`config.mk`:
```
export PLATFORM = sky130hd
export DESIGN_NAME = exibe_sequencia
export DESIGN_NICKNAME = d
export VERILOG_FILES = /design/src/rtl/exibe_sequencia_pkg.sv /design/src/rtl/exibe_sequencia_cores_rgb.sv /design/src/rtl/exibe_sequencia.sv
export SDC_FILE = /design/constraint.sdc
export NUM_CORES = 1
export LEC_CHECK = 0
export ABC_AREA = 1
export BUFFER_PORTS_ARGS = -buffer_cell sky130_fd_sc_hd__buf_2
export CAP_MARGIN = 20
export CELL_PAD_IN_SITES_DETAIL_PLACEMENT = 1
export CELL_PAD_IN_SITES_GLOBAL_PLACEMENT = 2
export CORE_MARGIN = 2
export CORE_UTILIZATION = 35
export CTS_BUF_LIST = sky130_fd_sc_hd__clkbuf_16
export DETAILED_ROUTE_END_ITERATION = 10
export GPL_ROUTABILITY_DRIVEN = 1
export GPL_TIMING_DRIVEN = 1
export PLACE_DENSITY_LB_ADDON = 0.1
export SYNTH_ARGS = -nofsm -noshare
export SYNTH_HDL_FRONTEND = slang
export SYNTH_SLANG_ARGS = --single-unit
```
`constraint.sdc`:
```
create_clock -name clock -period 2.55 [get_ports clock]
set_clock_uncertainty 0.15 [all_clocks]
set_input_delay 0.255 -clock clock [delete_from_list [all_inputs] [get_ports clock]]
set_output_delay 0.255 -clock clock [all_outputs]
set_load 0.02 [all_outputs]
```
`src/rtl/exibe_sequencia_pkg.sv`:
```
// Shared definitions for the jogada replay block: FSM state encoding,
// RAM geometry and the LED colour-code to RGB palette.
package exibe_sequencia_pkg;

  localparam int RAM_DEPTH = 16;
  localparam int RAM_W     = 4;
  localparam int ADDR_W    = 4;
  localparam int RGB_W     = 3;

  typedef enum logic [2:0] {
    ST_IDLE  = 3'd0,
    ST_FETCH = 3'd1,
    ST_LOAD  = 3'd2,
    ST_ON    = 3'd3,
    ST_OFF   = 3'd4,
    ST_DONE  = 3'd5
  } state_t;

  // Each LED line lights its own colour; several lit lines mix additively.
  function automatic logic [RGB_W-1:0] leds_to_rgb(input logic [RAM_W-1:0] code);
    logic [RGB_W-1:0] rgb;
    rgb = '0;
    if (code[0]) rgb = rgb | 3'b100;
    if (code[1]) rgb = rgb | 3'b010;
    if (code[2]) rgb = rgb | 3'b001;
    if (code[3]) rgb = rgb | 3'b110;
    return rgb;
  endfunction

endpackage

```
`src/rtl/exibe_sequencia_cores_rgb.sv`:
```
// Colour-code to RGB driver for the board LEDs; purely combinational so the
// RGB output follows the registered leds value with no extra latency.
module cores_rgb
  import exibe_sequencia_pkg::*;
(
  input  logic [RAM_W-1:0] leds,
  output logic [RGB_W-1:0] rgb
);

  assign rgb = leds_to_rgb(leds);

endmodule

```
`src/rtl/exibe_sequencia.sv`:
```
// Replays jogada RAM entries 0..limite on the LEDs with fixed on/off timing.
// One timer is reused for the ON and OFF phases; all outputs are registered.
module exibe_sequencia
  import exibe_sequencia_pkg::*;
#(
  parameter int T_ON  = 2000,
  parameter int T_OFF = 500,
  parameter int TW    = 12
) (
  input  logic              clock,
  input  logic              reset,
  input  logic              start,
  input  logic              abort,
  input  logic [ADDR_W-1:0] limite,
  input  logic [RAM_W-1:0]  ram_q,
  output logic [ADDR_W-1:0] ram_addr,
  output logic [RAM_W-1:0]  leds,
  output logic [RGB_W-1:0]  rgb,
  output logic              led_on,
  output logic              busy,
  output logic              done
);

  localparam logic [TW-1:0] T_ON_M1  = TW'(T_ON - 1);
  localparam logic [TW-1:0] T_OFF_M1 = TW'(T_OFF - 1);

  state_t            state_q, state_d;
  logic [ADDR_W-1:0] addr_q, addr_d;
  logic [ADDR_W-1:0] limit_q, limit_d;
  logic [RAM_W-1:0]  colour_q, colour_d;
  logic [TW-1:0]     timer_q, timer_d;
  logic [RAM_W-1:0]  leds_q, leds_d;
  logic              led_on_q, led_on_d;
  logic              busy_q, busy_d;
  logic              done_q, done_d;

  always_comb begin
    state_d  = state_q;
    addr_d   = addr_q;
    limit_d  = limit_q;
    colour_d = colour_q;
    timer_d  = timer_q;

    unique case (state_q)
      ST_IDLE: begin
        if (start) begin
          limit_d = limite;
          addr_d  = '0;
          state_d = ST_FETCH;
        end
      end
      ST_FETCH: state_d = ST_LOAD;
      ST_LOAD: begin
        colour_d = ram_q;
        timer_d  = T_ON_M1;
        state_d  = ST_ON;
      end
      ST_ON: begin
        if (timer_q == '0) begin
          timer_d = T_OFF_M1;
          state_d = ST_OFF;
        end else begin
          timer_d = timer_q - 1'b1;
        end
      end
      ST_OFF: begin
        if (timer_q != '0) begin
          timer_d = timer_q - 1'b1;
        end else if (addr_q == limit_q) begin
          state_d = ST_DONE;
        end else begin
          addr_d  = addr_q + 1'b1;
          state_d = ST_FETCH;
        end
      end
      ST_DONE:  state_d = ST_IDLE;
      default:  state_d = ST_IDLE;
    endcase

    // Cancel overrides every transition, including a start seen in IDLE.
    if (abort) begin
      state_d = ST_IDLE;
      addr_d  = '0;
    end

    leds_d   = (state_d == ST_ON) ? colour_d : '0;
    led_on_d = (state_d == ST_ON);
    busy_d   = (state_d != ST_IDLE);
    done_d   = (state_d == ST_DONE);
  end

  always_ff @(posedge clock or negedge reset) begin
    if (!reset) begin
      state_q  <= ST_IDLE;
      addr_q   <= '0;
      limit_q  <= '0;
      colour_q <= '0;
      timer_q  <= '0;
      leds_q   <= '0;
      led_on_q <= 1'b0;
      busy_q   <= 1'b0;
      done_q   <= 1'b0;
    end else begin
      state_q  <= state_d;
      addr_q   <= addr_d;
      limit_q  <= limit_d;
      colour_q <= colour_d;
      timer_q  <= timer_d;
      leds_q   <= leds_d;
      led_on_q <= led_on_d;
      busy_q   <= busy_d;
      done_q   <= done_d;
    end
  end

  assign ram_addr = addr_q;
  assign leds     = leds_q;
  assign led_on   = led_on_q;
  assign busy     = busy_q;
  assign done     = done_q;

  cores_rgb u_cores_rgb (
    .leds (leds_q),
    .rgb  (rgb)
  );

endmodule

```
### Word-level counts from Yosys, hierarchy flattened

Cells that the tools add are included.

| storage, ports and cells | value |
|---|---|
| register bits | 34 |
| input bits | 12 |
| output and inout bits | 14 |
| word-level logic and storage cells | 51 |

| cells by class | value |
|---|---|
| add/subtract/negate cells | 2 |
| equality and inequality tests | 11 |
| mux-type cells | 20 |
| reductions and logical operators | 9 |

Operator list:

| cell | number |
|---|---|
| $pmux W12 S3 | 1 |
| $mux W12 | 2 |
| $mux W4 | 6 |
| $mux W3 | 7 |
| $pmux W3 S5 | 1 |
| $logic_not A12 Y1 | 1 |
| $reduce_bool A12 Y1 | 1 |
| $sub A12 B1 Y12 const B | 1 |
| $eq A3 B2 Y1 const B | 3 |
| $ne A3 B3 Y1 const B | 3 |
| $reduce_bool A3 Y1 | 3 |
| $pmux W4 S2 | 1 |
| $eq A3 B3 Y1 const B | 2 |
| $add A4 B1 Y4 const B | 1 |
| $eq A4 B4 Y1 | 1 |
| $reduce_and A2 Y1 | 2 |
| $reduce_and A4 Y1 | 1 |
| $eq A3 B1 Y1 const B | 1 |
| $logic_not A3 Y1 | 1 |
| $mux W2 | 1 |
| $ne A2 B2 Y1 const B | 1 |
| $mux W1 | 1 |

### Depth between registers and ports, before layout

Gate-level depths: netlist of run 1.

| logic depth | value |
|---|---|
| word-level depth | 7 |
| mapped depth | 11 |
| mapped depth without buffers | 11 |

### Cells and area by module

Synthesis of run 1 repeated with hierarchy kept, for this count alone.

| unflattened totals | value |
|---|---|
| cell total of the unflattened synthesis | 243 |
| area total of the unflattened synthesis | 1,890.6 um^2 |

Modules (own cells, without submodules):

| module | instances | cells an instance | area each (um^2) | sequential area each (um^2) |
|---|---|---|---|---|
| exibe_sequencia | 1 | 237 | 1,864.3 | 850.8 |
| cores_rgb | 1 | 6 | 26.3 | 0.0 |

### Worst setup path after synthesis of run 1

Ideal clock, no wire load.

| timing | value |
|---|---|
| kind | register to register |
| from | register timer_q[0] |
| to | register leds_q[0], in the netlist leds[0] |
| library setup time | 0.125 ns |
| arrival | 1.414 ns |
| data required time | 2.275 ns |
| path slack | 0.860 ns |
| cell stages (with the launch flop) | 10 |
| buffers on the path | 0 |
| period minus slack after synthesis | 1.690 ns |
| path through | dfrtp_1 > inv_1 > ha_1 > nand2_1 > nor2_1 > nand3_2 > nand2_1 > nand3_1 > nand3_1 > nor2_1 |

| on the way | value |
|---|---|
| word-level cells in the longest chain between the ends | 6 |
| elaborated cells on any way between the ends | 8 |
| those cells by class | 1 x eq/ne; 5 x mux; 2 x reduce/logical |

Ends and longest elaborated chain:

| what | line | RTL |
|---|---|---|
| start, declared | exibe_sequencia.sv:31 | `logic [TW-1:0] timer_q, timer_d;` |
| start signal, assigned | exibe_sequencia.sv:108 | `timer_q <= timer_d;` |
| $reduce_bool A12 Y1 / $logic_not A12 Y1 (equally long branches) | exibe_sequencia.sv:67, exibe_sequencia.sv:59 |  |
| $mux W3 (on tied branches) | exibe_sequencia.sv:67, exibe_sequencia.sv:59 |  |
| $pmux W3 S5 (*) | exibe_sequencia.sv:44 | `unique case (state_q)` |
| $mux W3 (*) | exibe_sequencia.sv:81 | `if (abort) begin` |
| $eq A3 B2 Y1 (*) | exibe_sequencia.sv:86 | `leds_d = (state_d == ST_ON) ? colour_d : '0;` |
| $mux W4 (*) | exibe_sequencia.sv:86 |  |
| net leds_d[0] | exibe_sequencia.sv:32 | `logic [RAM_W-1:0] leds_q, leds_d;` |
| end signal, assigned | exibe_sequencia.sv:109 | `leds_q <= leds_d;` |
| end, declared | exibe_sequencia.sv:32 |  |

The timed path passes the listed nets; every way through them passes the cells marked *.
A chain may end at the register's enable or synchronous reset.

### Worst setup path in the final report of run 1

| timing | value |
|---|---|
| from | register timer_q[0] |
| to | register leds_q[2], in the netlist leds[2] |

The elaborated chain is that of the path after synthesis.

==> flow_metrics.env, run 1 <==
export IMPL_diodes=0
export IMPL_hold_path_depth=3
export IMPL_relSlewSlack=0.482
export IMPL_path_cells="inv_1 > ha_1 > nand2_1 > nor2_1 > nand3_2 > nand2_1 > nand3_1 > nand3_1 > nor2_1"
export IMPL_pwr_share_clk=0.358
export IMPL_vias=1626
export IMPL_regToRegSetupSlack_ps=500
export IMPL_layout_nets=299
export IMPL_fp_row_count=26
export IMPL_end_kind="flip-flop"
export IMPL_switching_power_mw=0.494
export IMPL_startpoint="timer_q[0]$_DFFE_PN0P_"
export IMPL_syn_to_final_growth_pct=17.6
export IMPL_cts_tree="done"
export IMPL_switching_share=0.309
export IMPL_finalSetupViolCount=0
export IMPL_synth_most_common_cell="nand2_1"
export IMPL_dr_first_iter_drc_count=64
export IMPL_crit_buf_inv=1
export IMPL_highest_layer="met4"
export IMPL_final_hold_violation_count=0
export IMPL_grt_max_degree=35
export IMPL_critPathSlowestCell="dfrtp_1"
export IMPL_core_area_sq_mm=0.00520
export IMPL_grt_use_total=0.165
export IMPL_seqPwrFrac=0.424
export IMPL_initial_core_util=0.369
export IMPL_wl_met1_um=2240
export IMPL_min_from="limite[1]"
export IMPL_portBuffers=25
export IMPL_hold_path_class="in2reg"
export IMPL_arrival_ps=2060
export IMPL_cts_resized_gates=0
export IMPL_internal_power_mw=1.11
export IMPL_finalCritPeriodShare=0.804
export IMPL_fmax_ghz=0.488
export IMPL_clk_pin_slew_ps=50
export IMPL_route_met3_wl_um=160
export IMPL_yosys_area_top_type_share=0.443
export IMPL_slowest_delay_ps=390
export IMPL_netlist_instances=253
export IMPL_tns_ps=0
export IMPL_synth_common_cells="nand2_1, dfrtp_1, inv_1"
export IMPL_r2r_cells=9
export IMPL_synth_top_cell_by_area="dfrtp_1"
export IMPL_leakage_nw=1.24
export IMPL_detail_route_first_pass_iterations=4
export IMPL_powerDensity_mw_per_mm2=708
export IMPL_die_h_um=78.1
export IMPL_clock_sinks=34
export IMPL_gp_congestion=0.805
export IMPL_ys_warn_count=0
export IMPL_numCtsBuffers=5
export IMPL_yosysSeqAreaShare=0.443
export IMPL_avgSynthCellArea_sq_um=7.60
export IMPL_syn_area_sq_mm=0.00192
export IMPL_grt_overflow=0
export IMPL_rsz0062_at_grt="false"
export IMPL_io_pins=26
export IMPL_synth_distinct_cells=26
export IMPL_reg2reg_from="timer_q[0]$_DFFE_PN0P_"
export IMPL_grt_pass1_wl_um=7920
export IMPL_crit_family="simple AND/OR/NAND/NOR gates"
export IMPL_cts_root_buf="clkbuf_16"
export IMPL_min_to="limit_q[1]$_DFFE_PN0P_"
export IMPL_critPathKind="reg2reg"
export IMPL_slew_viol_final=0
export IMPL_final_layout_size_suffix_gt1_frac=0.211
export IMPL_vdd_ir_drop_max_mv=0.246
export IMPL_met2_length_um=2070
export IMPL_startpoint_type="flip-flop"
export IMPL_r2r_end="leds[2]$_DFF_PN0_"
export IMPL_ys_flop_type="dfrtp_1"
export IMPL_htree_num_levels=2
export IMPL_wirelength_um=4520
export IMPL_syn_num_nets=268
export IMPL_maxCapViolCount=0
export IMPL_tightest_slew_ps=777
export IMPL_cts_buffer_depth=2
export IMPL_drcViolationCount=0
export IMPL_dp_hpwl_um=3520
export IMPL_ant_nets=0
export IMPL_async_flop_share=1.00
export IMPL_min_period_ps=2050
export IMPL_power_frac_comb=0.219
export IMPL_die_area_sq_mm=0.00610
export IMPL_synth_edf_count=0
export IMPL_antenna_found_initial=0
export IMPL_synth_seq_cells=34
export IMPL_clk_latency_ps=280
export IMPL_grt_pass1_vias=1697
export IMPL_cp_required_ps=2560
export IMPL_synthTopCellsByArea="dfrtp_1, nand2_1, inv_1, nand3_1, nor2_1"
export IMPL_crit_fanout=5
export IMPL_viasPerCell=4.58
export IMPL_die_w_um=78.1
export IMPL_hold_ws_ps=22.6
export IMPL_routedWlPerCell_um=12.7
export IMPL_outcome="finished clean"
worst max-delay path by stage:
stage                   endpoint  slack [ps]  cells after the start
3_3_place_gp   leds[2]$_DFF_PN0_         520                      9
5_1_grt        leds[0]$_DFF_PN0_         280                      9
2_1_floorplan  leds[0]$_DFF_PN0_         860                      9
4_1_cts        leds[2]$_DFF_PN0_         440                      9
3_5_place_dp   leds[2]$_DFF_PN0_         450                      9
6_report       leds[2]$_DFF_PN0_         500                      9
placed cells by master (no fill, tap or decap), types with 5 or more instances in the layout:
cell       netlist  final
nand2_1         75     75
dfrtp_1         34     34
inv_1           32     33
nor2_1          27     27
buf_2            0     25
nand3_1         22     22
o21ai_0          8      8
xor2_1           7      7
or2_2            6      6
nor3_1           6      6
inv_2            5      5
nand2_2          5      5
clkbuf_16        0      5
registers in the layout, indices dropped and copies added (netlist names):
name      count
limit_q       4
state_q       3
done          1
timer_q      12
busy          1
colour_q      4
ram_addr      4
leds          4
led_on        1
cell families after synthesis:
kind of cell / share of synthesized area
AND/OR/NAND/NOR: 0.365
AO/OA/AOI/OAI: 0.0482
XOR/XNOR: 0.0410
adder cells (fa/ha/maj): 0.0195
buffers and inverters: 0.0840
flip-flops: 0.443
stage by stage:
step	area, sq um	utilization	setup WS (ps)	power (mW)	std cells
floorplan	1920	-	860	0.947	253
global placement	2110	0.406	520	1.04	346
global route	2260	0.434	275	1.71	355
CTS	2260	0.434	439	1.63	355
detailed placement	2110	0.406	453	1.04	346
finish	2260	0.434	500	1.60	355
cell type report:
class	count	area, sq um
Clock buffer	5	125
Clock inverter	3	12.5
Fill cell	669	2950
Inverter	37	139
Multi-Input combinational cell	180	910
Sequential cell	34	851
Tap cell	70	87.6
Timing Repair Buffer	26	135
tightest hold or removal path: stages:
cell	delay [ps]
buf_2	70
nand2_1	40
nand2_1	50
timing repair:
action                                 CTS  global route
buffers inserted                         0             0
hold buffers                             1             0
endpoints found under the hold margin   34             0
per-layer routing:
metal  GRT usage  vias up
met4      0.0526        0
met5           0        -
met1       0.226      753
met3      0.0391        4
met2       0.260       26
li1            -      843
power by group through the flow:
stage / registers [mW] / logic [mW] / clock network, mW
floorplan: 0.683 / 0.264 / 0
global placement: 0.686 / 0.353 / 0
detailed placement: 0.687 / 0.355 / 0
CTS: 0.678 / 0.359 / 0.596
global route: 0.689 / 0.403 / 0.617
finish: 0.677 / 0.350 / 0.572
Note: power is estimated with default switching activity, not from simulation.
==> inputs of run 2 (changes only) <==
--- a/config.mk
+++ b/config.mk
@@ -11,7 +11,7 @@
 export CELL_PAD_IN_SITES_DETAIL_PLACEMENT = 1
 export CELL_PAD_IN_SITES_GLOBAL_PLACEMENT = 2
 export CORE_MARGIN = 2
-export CORE_UTILIZATION = 35
+export CORE_UTILIZATION = 29
 export CTS_BUF_LIST = sky130_fd_sc_hd__clkbuf_16
 export DETAILED_ROUTE_END_ITERATION = 10
 export GPL_ROUTABILITY_DRIVEN = 1
==> constraint.sdc (replaced) <==
create_clock -name clock -period 1.8 [get_ports clock]
set_clock_uncertainty 0.15 [all_clocks]
set_input_delay 0.18 -clock clock [delete_from_list [all_inputs] [get_ports clock]]
set_output_delay 0.18 -clock clock [all_outputs]
set_load 0.02 [all_outputs]
==> run 2 against run 1 <==
Against the previous run: combinational power is 84% higher; via count is 7.9% higher; largest power group is now the clock network; critical path depth stayed put; setup slack worse by 410 ps; final cell count is 9.6% higher; maximum frequency is 20% higher; wire length is 15% higher; die area is 20% higher; final area is 15% higher; sequential cell count stayed put.
==> flow_metrics.env, run 2 (synthesis gave the netlist of run 1 again) <==
export IMPL_outcome="finished clean"
export IMPL_met2_length_um=2500
export IMPL_top_register="timer_q"
export IMPL_viasPerCell=4.51
export IMPL_die_w_um=85.4
export IMPL_grt_overflow=0
export IMPL_numPlacedInstances=368
export IMPL_ant_nets=0
export IMPL_min_to="colour_q[1]$_DFF_PN0_"
export IMPL_arrival_ps=1770
export IMPL_end_kind="flip-flop"
export IMPL_maxCapViolCount=0
export IMPL_cts_root_buf="clkbuf_16"
export IMPL_htree_num_levels=2
export IMPL_internal_power_mw=1.82
export IMPL_final_hold_violation_count=0
export IMPL_routedWlPerCell_um=13.4
export IMPL_gp_congestion=0.789
export IMPL_io_pins=26
export IMPL_wirelength_um=5220
export IMPL_finalCritPeriodShare=0.951
export IMPL_diodes=0
export IMPL_syn_to_final_growth_pct=35.5
export IMPL_pwr_share_clk=0.380
export IMPL_rsz0062_at_grt="false"
export IMPL_final_common_cell="nand2_1"
export IMPL_vdd_ir_drop_max_mv=0.506
export IMPL_power_frac_comb=0.248
export IMPL_largest_reg_flops=12
export IMPL_path_cells="nor2_1 > nand2_2 > nor2_2 > nand2_2 > nand2_4 > nand2_8 > buf_4 > buf_4 > o21ai_2"
export IMPL_layout_nets=326
export IMPL_min_period_ps=1710
export IMPL_hold_path_depth=3
export IMPL_clk_pin_slew_ps=60
export IMPL_final_area_sq_mm=0.00260
export IMPL_grt_pass1_vias=1795
export IMPL_antenna_found_initial=0
export IMPL_highest_layer="met4"
export IMPL_cts_tree="done"
export IMPL_critPathSlowestCell="dfrtp_1"
export IMPL_vias=1754
export IMPL_drcViolationCount=0
export IMPL_detail_route_first_pass_iterations=4
export IMPL_powerDensity_mw_per_mm2=996
export IMPL_clk_latency_ps=280
export IMPL_critPathKind="reg2reg"
export IMPL_stdcell_count=389
export IMPL_cp_required_ps=1860
export IMPL_grt_use_total=0.152
export IMPL_route_met3_wl_um=123
export IMPL_fmax_ghz=0.584
export IMPL_startpoint="timer_q[5]$_DFFE_PN0P_"
export IMPL_initial_core_util=0.301
export IMPL_slowest_delay_ps=400
export IMPL_portBuffers=25
export IMPL_placed_cell_area_sq_mm=0.00225
export IMPL_die_h_um=85.4
export IMPL_crit_buf_inv=2
export IMPL_min_from="ram_q[1]"
export IMPL_die_area_sq_mm=0.00729
export IMPL_grt_pass1_wl_um=8740
export IMPL_mostFrequentLayoutCells="nand2_1, dfrtp_1, inv_1"
export IMPL_tightest_slew_ps=412
export IMPL_crit_family="simple AND/OR/NAND/NOR gates"
export IMPL_switching_share=0.300
export IMPL_grt_max_degree=21
export IMPL_r2r_end="timer_q[4]$_DFFE_PN0P_"
export IMPL_clock_sinks=34
export IMPL_fp_row_count=29
export IMPL_wl_met1_um=2540
export IMPL_seqPwrFrac=0.372
export IMPL_relSlewSlack=0.725
export IMPL_tns_ps=0
export IMPL_r2r_cells=9
export IMPL_startpoint_type="flip-flop"
export IMPL_switching_power_mw=0.778
export IMPL_dr_first_iter_drc_count=58
export IMPL_regToRegSetupSlack_ps=90
export IMPL_dp_hpwl_um=3960
export IMPL_leakage_nw=1.37
export IMPL_cts_buffer_depth=2
export IMPL_hold_path_class="in2reg"
export IMPL_reg2reg_from="timer_q[5]$_DFFE_PN0P_"
export IMPL_core_area_sq_mm=0.00639
export IMPL_numCtsBuffers=5
export IMPL_slew_viol_final=0
export IMPL_crit_fanout=10
export IMPL_final_layout_size_suffix_gt1_frac=0.330
export IMPL_finalSetupViolCount=0
run 2: cell types whose count changed in the layout (fill, tap and decap cells not counted), moves of 3 or more:
cell / change
buf_4: +22
dfrtp_1: -3
dfrtp_2: +3
dlygate4sd3_1: +4
inv_1: -3
nand2_1: -4
nand2_2: +3
nor2_1: -6
nor2_2: +5
run 2: routing by layer:
metal / up-vias / global-route usage
met2: 21 / 0.252
met4: 0 / 0.0390
met5: - / 0
li1: 895 / -
met3: 5 / 0.0233
met1: 833 / 0.207
run 2: worst max path at each step:
| stage | end | slack [ps] | depth (start not counted) |
|---|---|---|---|
| after floorplan | leds[0]$_DFF_PN0_ | 110 | 9 |
| after global placement | timer_q[11]$_DFFE_PN0P_ | -20 | 10 |
| after detailed placement | timer_q[11]$_DFFE_PN0P_ | -40 | 10 |
| after CTS | timer_q[7]$_DFFE_PN0P_ | 6 | 10 |
| after global routing | ram_addr[1]$_DFFE_PN0P_ | 0.02 | 10 |
| final | timer_q[4]$_DFFE_PN0P_ | 90 | 9 |
run 2: metrics by stage:
step                      setup WS [ps]  total power, mW  hold WS [ps]  utilization
after CTS                          5.66             2.58          29.1        0.388
after floorplan                     110             1.34          -266            -
after global placement            -23.7             1.54         -12.2        0.352
after global routing             0.0160             2.76          58.8        0.408
after detailed placement          -41.5             1.55         -11.2        0.352
final                              87.7             2.59          23.6        0.408
run 2: cell type report:
cell class                      instances  area, sq um
Fill cell                             792         3780
Multi-Input combinational cell        180          983
Sequential cell                        34          855
Timing Repair Buffer                   53          360
Inverter                               37          139
Clock buffer                            5          125
Tap cell                               77         96.3
Clock inverter                          3         45.0
run 2: power by group through the flow:
| stage | Sequential [mW] | Clock, mW | Combinational (mW) |
|---|---|---|---|
| 3_3_place_gp | 0.965 | 0 | 0.574 |
| 6_report | 0.965 | 0.985 | 0.643 |
| 4_1_cts | 0.956 | 1.02 | 0.599 |
| 5_1_grt | 0.982 | 1.05 | 0.733 |
| 2_1_floorplan | 0.967 | 0 | 0.374 |
| 3_5_place_dp | 0.968 | 0 | 0.580 |
run 2: worst register-to-register path, delay by kind of cell (launching register included):
kind,cells,cell delay (ps)
AND/OR/NAND/NOR,6,670
AO/OA/AOI/OAI,1,90
flip-flops,1,400
buffers and inverters,2,330
run 2: repair_timing:
action                                 in CTS  in global routing
pin swaps                                   0                  6
endpoints found under the hold margin      18                  0
setup endpoints to repair                   9                 25
setup buffers                               0                  8
gates resized for setup                     2                 23
hold buffers                                5                  0
==> inputs of run 3 (changes only) <==
--- a/config.mk
+++ b/config.mk
@@ -11,7 +11,7 @@
 export CELL_PAD_IN_SITES_DETAIL_PLACEMENT = 1
 export CELL_PAD_IN_SITES_GLOBAL_PLACEMENT = 2
 export CORE_MARGIN = 2
-export CORE_UTILIZATION = 29
+export CORE_UTILIZATION = 30
 export CTS_BUF_LIST = sky130_fd_sc_hd__clkbuf_16
 export DETAILED_ROUTE_END_ITERATION = 10
 export GPL_ROUTABILITY_DRIVEN = 1
@@ -19,4 +19,5 @@
 export PLACE_DENSITY_LB_ADDON = 0.1
 export SYNTH_ARGS = -nofsm -noshare
 export SYNTH_HDL_FRONTEND = slang
+export SYNTH_HIERARCHICAL = 1
 export SYNTH_SLANG_ARGS = --single-unit
==> run 3 against run 2 <==
Against the previous run: the run now ends with negative hold slack left; global-route usage fell by 0.21 points; total power fell by 15%; sequential power fell by 3.4%; combinational power fell by 30%; final area fell by 6.6%; sequential share of layout area rose by 2.2 points; sequential cell count did not move; non-clock buffer count fell by 10; first-iteration DRC count fell by 38%; critical path type unchanged; critical endpoint is now timer_q[9]$_DFFE_PN0P_; largest power group is now registers; highest routed layer unchanged.
==> flow_metrics.env, run 3 <==
export IMPL_outcome="finished with violations"
export IMPL_violations="negative hold slack"
export IMPL_pwr_share_clk=0.375
export IMPL_leakage_nw=1.28
export IMPL_io_pins=26
export IMPL_layout_nets=307
export IMPL_min_period_ps=1680
export IMPL_hold_path_class="in2reg"
export IMPL_placed_cell_area_sq_mm=0.00220
export IMPL_tightest_slew_ps=416
export IMPL_ant_nets=0
export IMPL_fillers=761
export IMPL_finalSetupViolCount=0
export IMPL_cts_buffer_depth=2
export IMPL_grt_use_total=0.150
export IMPL_final_layout_size_suffix_gt1_frac=0.287
export IMPL_synthTopCellsByArea="dfrtp_1, nand2_1, inv_1, nor2_1, xor2_1"
export IMPL_dr_first_iter_drc_count=36
export IMPL_clk_latency_ps=280
export IMPL_ys_warn_count=6
export IMPL_numCtsBuffers=5
export IMPL_routedWlPerCell_um=13.2
export IMPL_cts_root_buf="clkbuf_16"
export IMPL_final_common_cell="nand2_1"
export IMPL_tns_ps=0
export IMPL_synth_top_cell_by_area="dfrtp_1"
export IMPL_viasPerCell=4.59
export IMPL_grt_overflow=0
export IMPL_synth_common_cells="nand2_1, dfrtp_1, inv_1"
export IMPL_portBuffers=25
export IMPL_internal_power_mw=1.55
export IMPL_powerDensity_mw_per_mm2=908
export IMPL_total_power_mw=2.21
export IMPL_arrival_ps=1740
export IMPL_initial_core_util=0.316
export IMPL_diodes=0
export IMPL_gp_congestion=0.733
export IMPL_die_w_um=83.4
export IMPL_syn_to_final_growth_pct=28.7
export IMPL_synth_distinct_cells=27
export IMPL_largest_reg_flops=12
export IMPL_grt_max_degree=20
export IMPL_clock_sinks=34
export IMPL_synth_edf_count=0
export IMPL_drcViolationCount=0
export IMPL_crit_fanout=4
export IMPL_wirelength_um=4860
export IMPL_dp_hpwl_um=3700
export IMPL_top_register="timer_q"
export IMPL_cts_tree="done"
export IMPL_final_hold_violation_count=1
export IMPL_hold_ws_ps=-2.22
export IMPL_fmax_ghz=0.594
export IMPL_async_flop_share=1.00
export IMPL_vias=1688
export IMPL_clk_pin_slew_ps=50
export IMPL_antenna_found_initial=0
export IMPL_switching_power_mw=0.655
export IMPL_fp_row_count=28
export IMPL_switching_share=0.297
export IMPL_ys_flop_type="dfrtp_1"
export IMPL_core_area_sq_mm=0.00599
export IMPL_grt_pass1_wl_um=8340
export IMPL_rsz0062_at_grt="false"
export IMPL_final_area_sq_mm=0.00243
export IMPL_synth_seq_cells=34
export IMPL_synth_most_common_cell="nand2_1"
export IMPL_end_kind="flip-flop"
export IMPL_die_area_sq_mm=0.00695
export IMPL_startpoint_type="flip-flop"
export IMPL_vdd_ir_drop_max_mv=0.374
export IMPL_htree_num_levels=2
export IMPL_yosys_area_top_type_share=0.450
export IMPL_finalCritPeriodShare=0.936
export IMPL_relSlewSlack=0.723
export IMPL_die_h_um=83.4
export IMPL_maxCapViolCount=0
export IMPL_yosysSeqAreaShare=0.450
export IMPL_avgSynthCellArea_sq_um=7.78
export IMPL_grt_pass1_vias=1735
export IMPL_critPathKind="reg2reg"
export IMPL_detail_route_first_pass_iterations=5
export IMPL_seqPwrFrac=0.422
export IMPL_power_frac_comb=0.203
export IMPL_syn_area_sq_mm=0.00189
export IMPL_slew_viol_final=0
export IMPL_cp_required_ps=1850
export IMPL_netlist_instances=243
export IMPL_syn_num_nets=258
export IMPL_mostFrequentLayoutCells="nand2_1, dfrtp_1, inv_1"
[run 3: cell types whose count changed after synthesis, sizes merged, moves of 2 or more]
cell,previous run,this run
a21oi,3,5
inv,37,40
nand2,81,69
nand3,24,12
nand3b,0,2
o21ai,10,20
[run 3: layout make-up]
type	instances	area, sq um	area share
multi-input cells	168	906	0.372
flip-flops and latches	34	852	0.350
repair buffers	43	288	0.118
inverters	40	155	0.0638
clock buffers	5	125	0.0514
well taps	75	93.8	0.0386
clock inverters	3	12.5	0.00514
[run 3: path summary, 6_finish.rpt]
kind | to | depth (start not counted) | slack [ps] | from
min in group asynchronous | limit_q[3]$_DFFE_PN0P_ | 2 | 210 | reset
max in group asynchronous | led_on$_DFF_PN0_ | 3 | 840 | reset
setup / recovery | timer_q[9]$_DFFE_PN0P_ | 7 | 120 | timer_q[2]$_DFFE_PN0P_
hold / removal | colour_q[1]$_DFF_PN0_ | 3 | -2 | ram_q[1]
hold reg to reg | limit_q[3]$_DFFE_PN0P_ | 2 | 340 | limit_q[3]$_DFFE_PN0P_
setup reg to reg | timer_q[9]$_DFFE_PN0P_ | 7 | 120 | timer_q[2]$_DFFE_PN0P_
[run 3: worst max-delay path, cell delays in order (launching register included)]
cell and delay, ps:
dfrtp_1 440, nor2_1 120, nand2_1 80, nor2_1 270
nand2_1 160, o21ai_0 180, nand3_1 90, a21oi_1 130
[run 3: power groups by stage]
stage | Sequential [mW] | Combinational [mW] | Clock, mW
after floorplan | 0.945 | 0.273 | 0
after global placement | 0.940 | 0.436 | 0
after detailed placement | 0.940 | 0.438 | 0
after CTS | 0.927 | 0.450 | 0.844
after global routing | 0.948 | 0.512 | 0.876
final | 0.932 | 0.448 | 0.828
[run 3: stage by stage]
| stage | std cells | util | worst slack [ps] |
|---|---|---|---|
| 2_1_floorplan | 243 | - | 180 |
| 3_3_place_gp | 354 | 0.368 | 93.4 |
| 3_5_place_dp | 354 | 0.368 | 47.3 |
| 4_1_cts | 368 | 0.401 | 43.1 |
| 5_1_grt | 368 | 0.406 | 6.32 |
| 6_report | 368 | 0.406 | 116 |
[run 3: layer usage]
| metal | share of wire | track usage | wire [um] | up-vias |
|---|---|---|---|---|
| met3 | 0.022 | 0.0328 | 109 | 6 |
| met2 | 0.49 | 0.260 | 2400 | 18 |
| li1 | - | - | - | 854 |
| met4 | 0.014 | 0.0522 | 68 | 0 |
| met1 | 0.47 | 0.182 | 2280 | 810 |
| met5 | 0 | 0 | 0 | - |
[run 3: repair_timing]
action | in CTS | in global routing
hold endpoints to repair | 20 | 0
setup endpoints to repair | 0 | 22
hold buffers | 6 | 0
gates resized for setup | 0 | 10
setup buffers | 0 | 0
[run 3: cells by family after synthesis]
kind of cell / Yosys count / share of synthesized area
adders and majority gates: 3 / 0.0199
DFF: 34 / 0.450
xor gates and xnor gates: 7 / 0.0324
and+or+nand+nor: 131 / 0.338
buffers and inverters: 41 / 0.0860
AOI/OAI and AO/OA: 27 / 0.0741
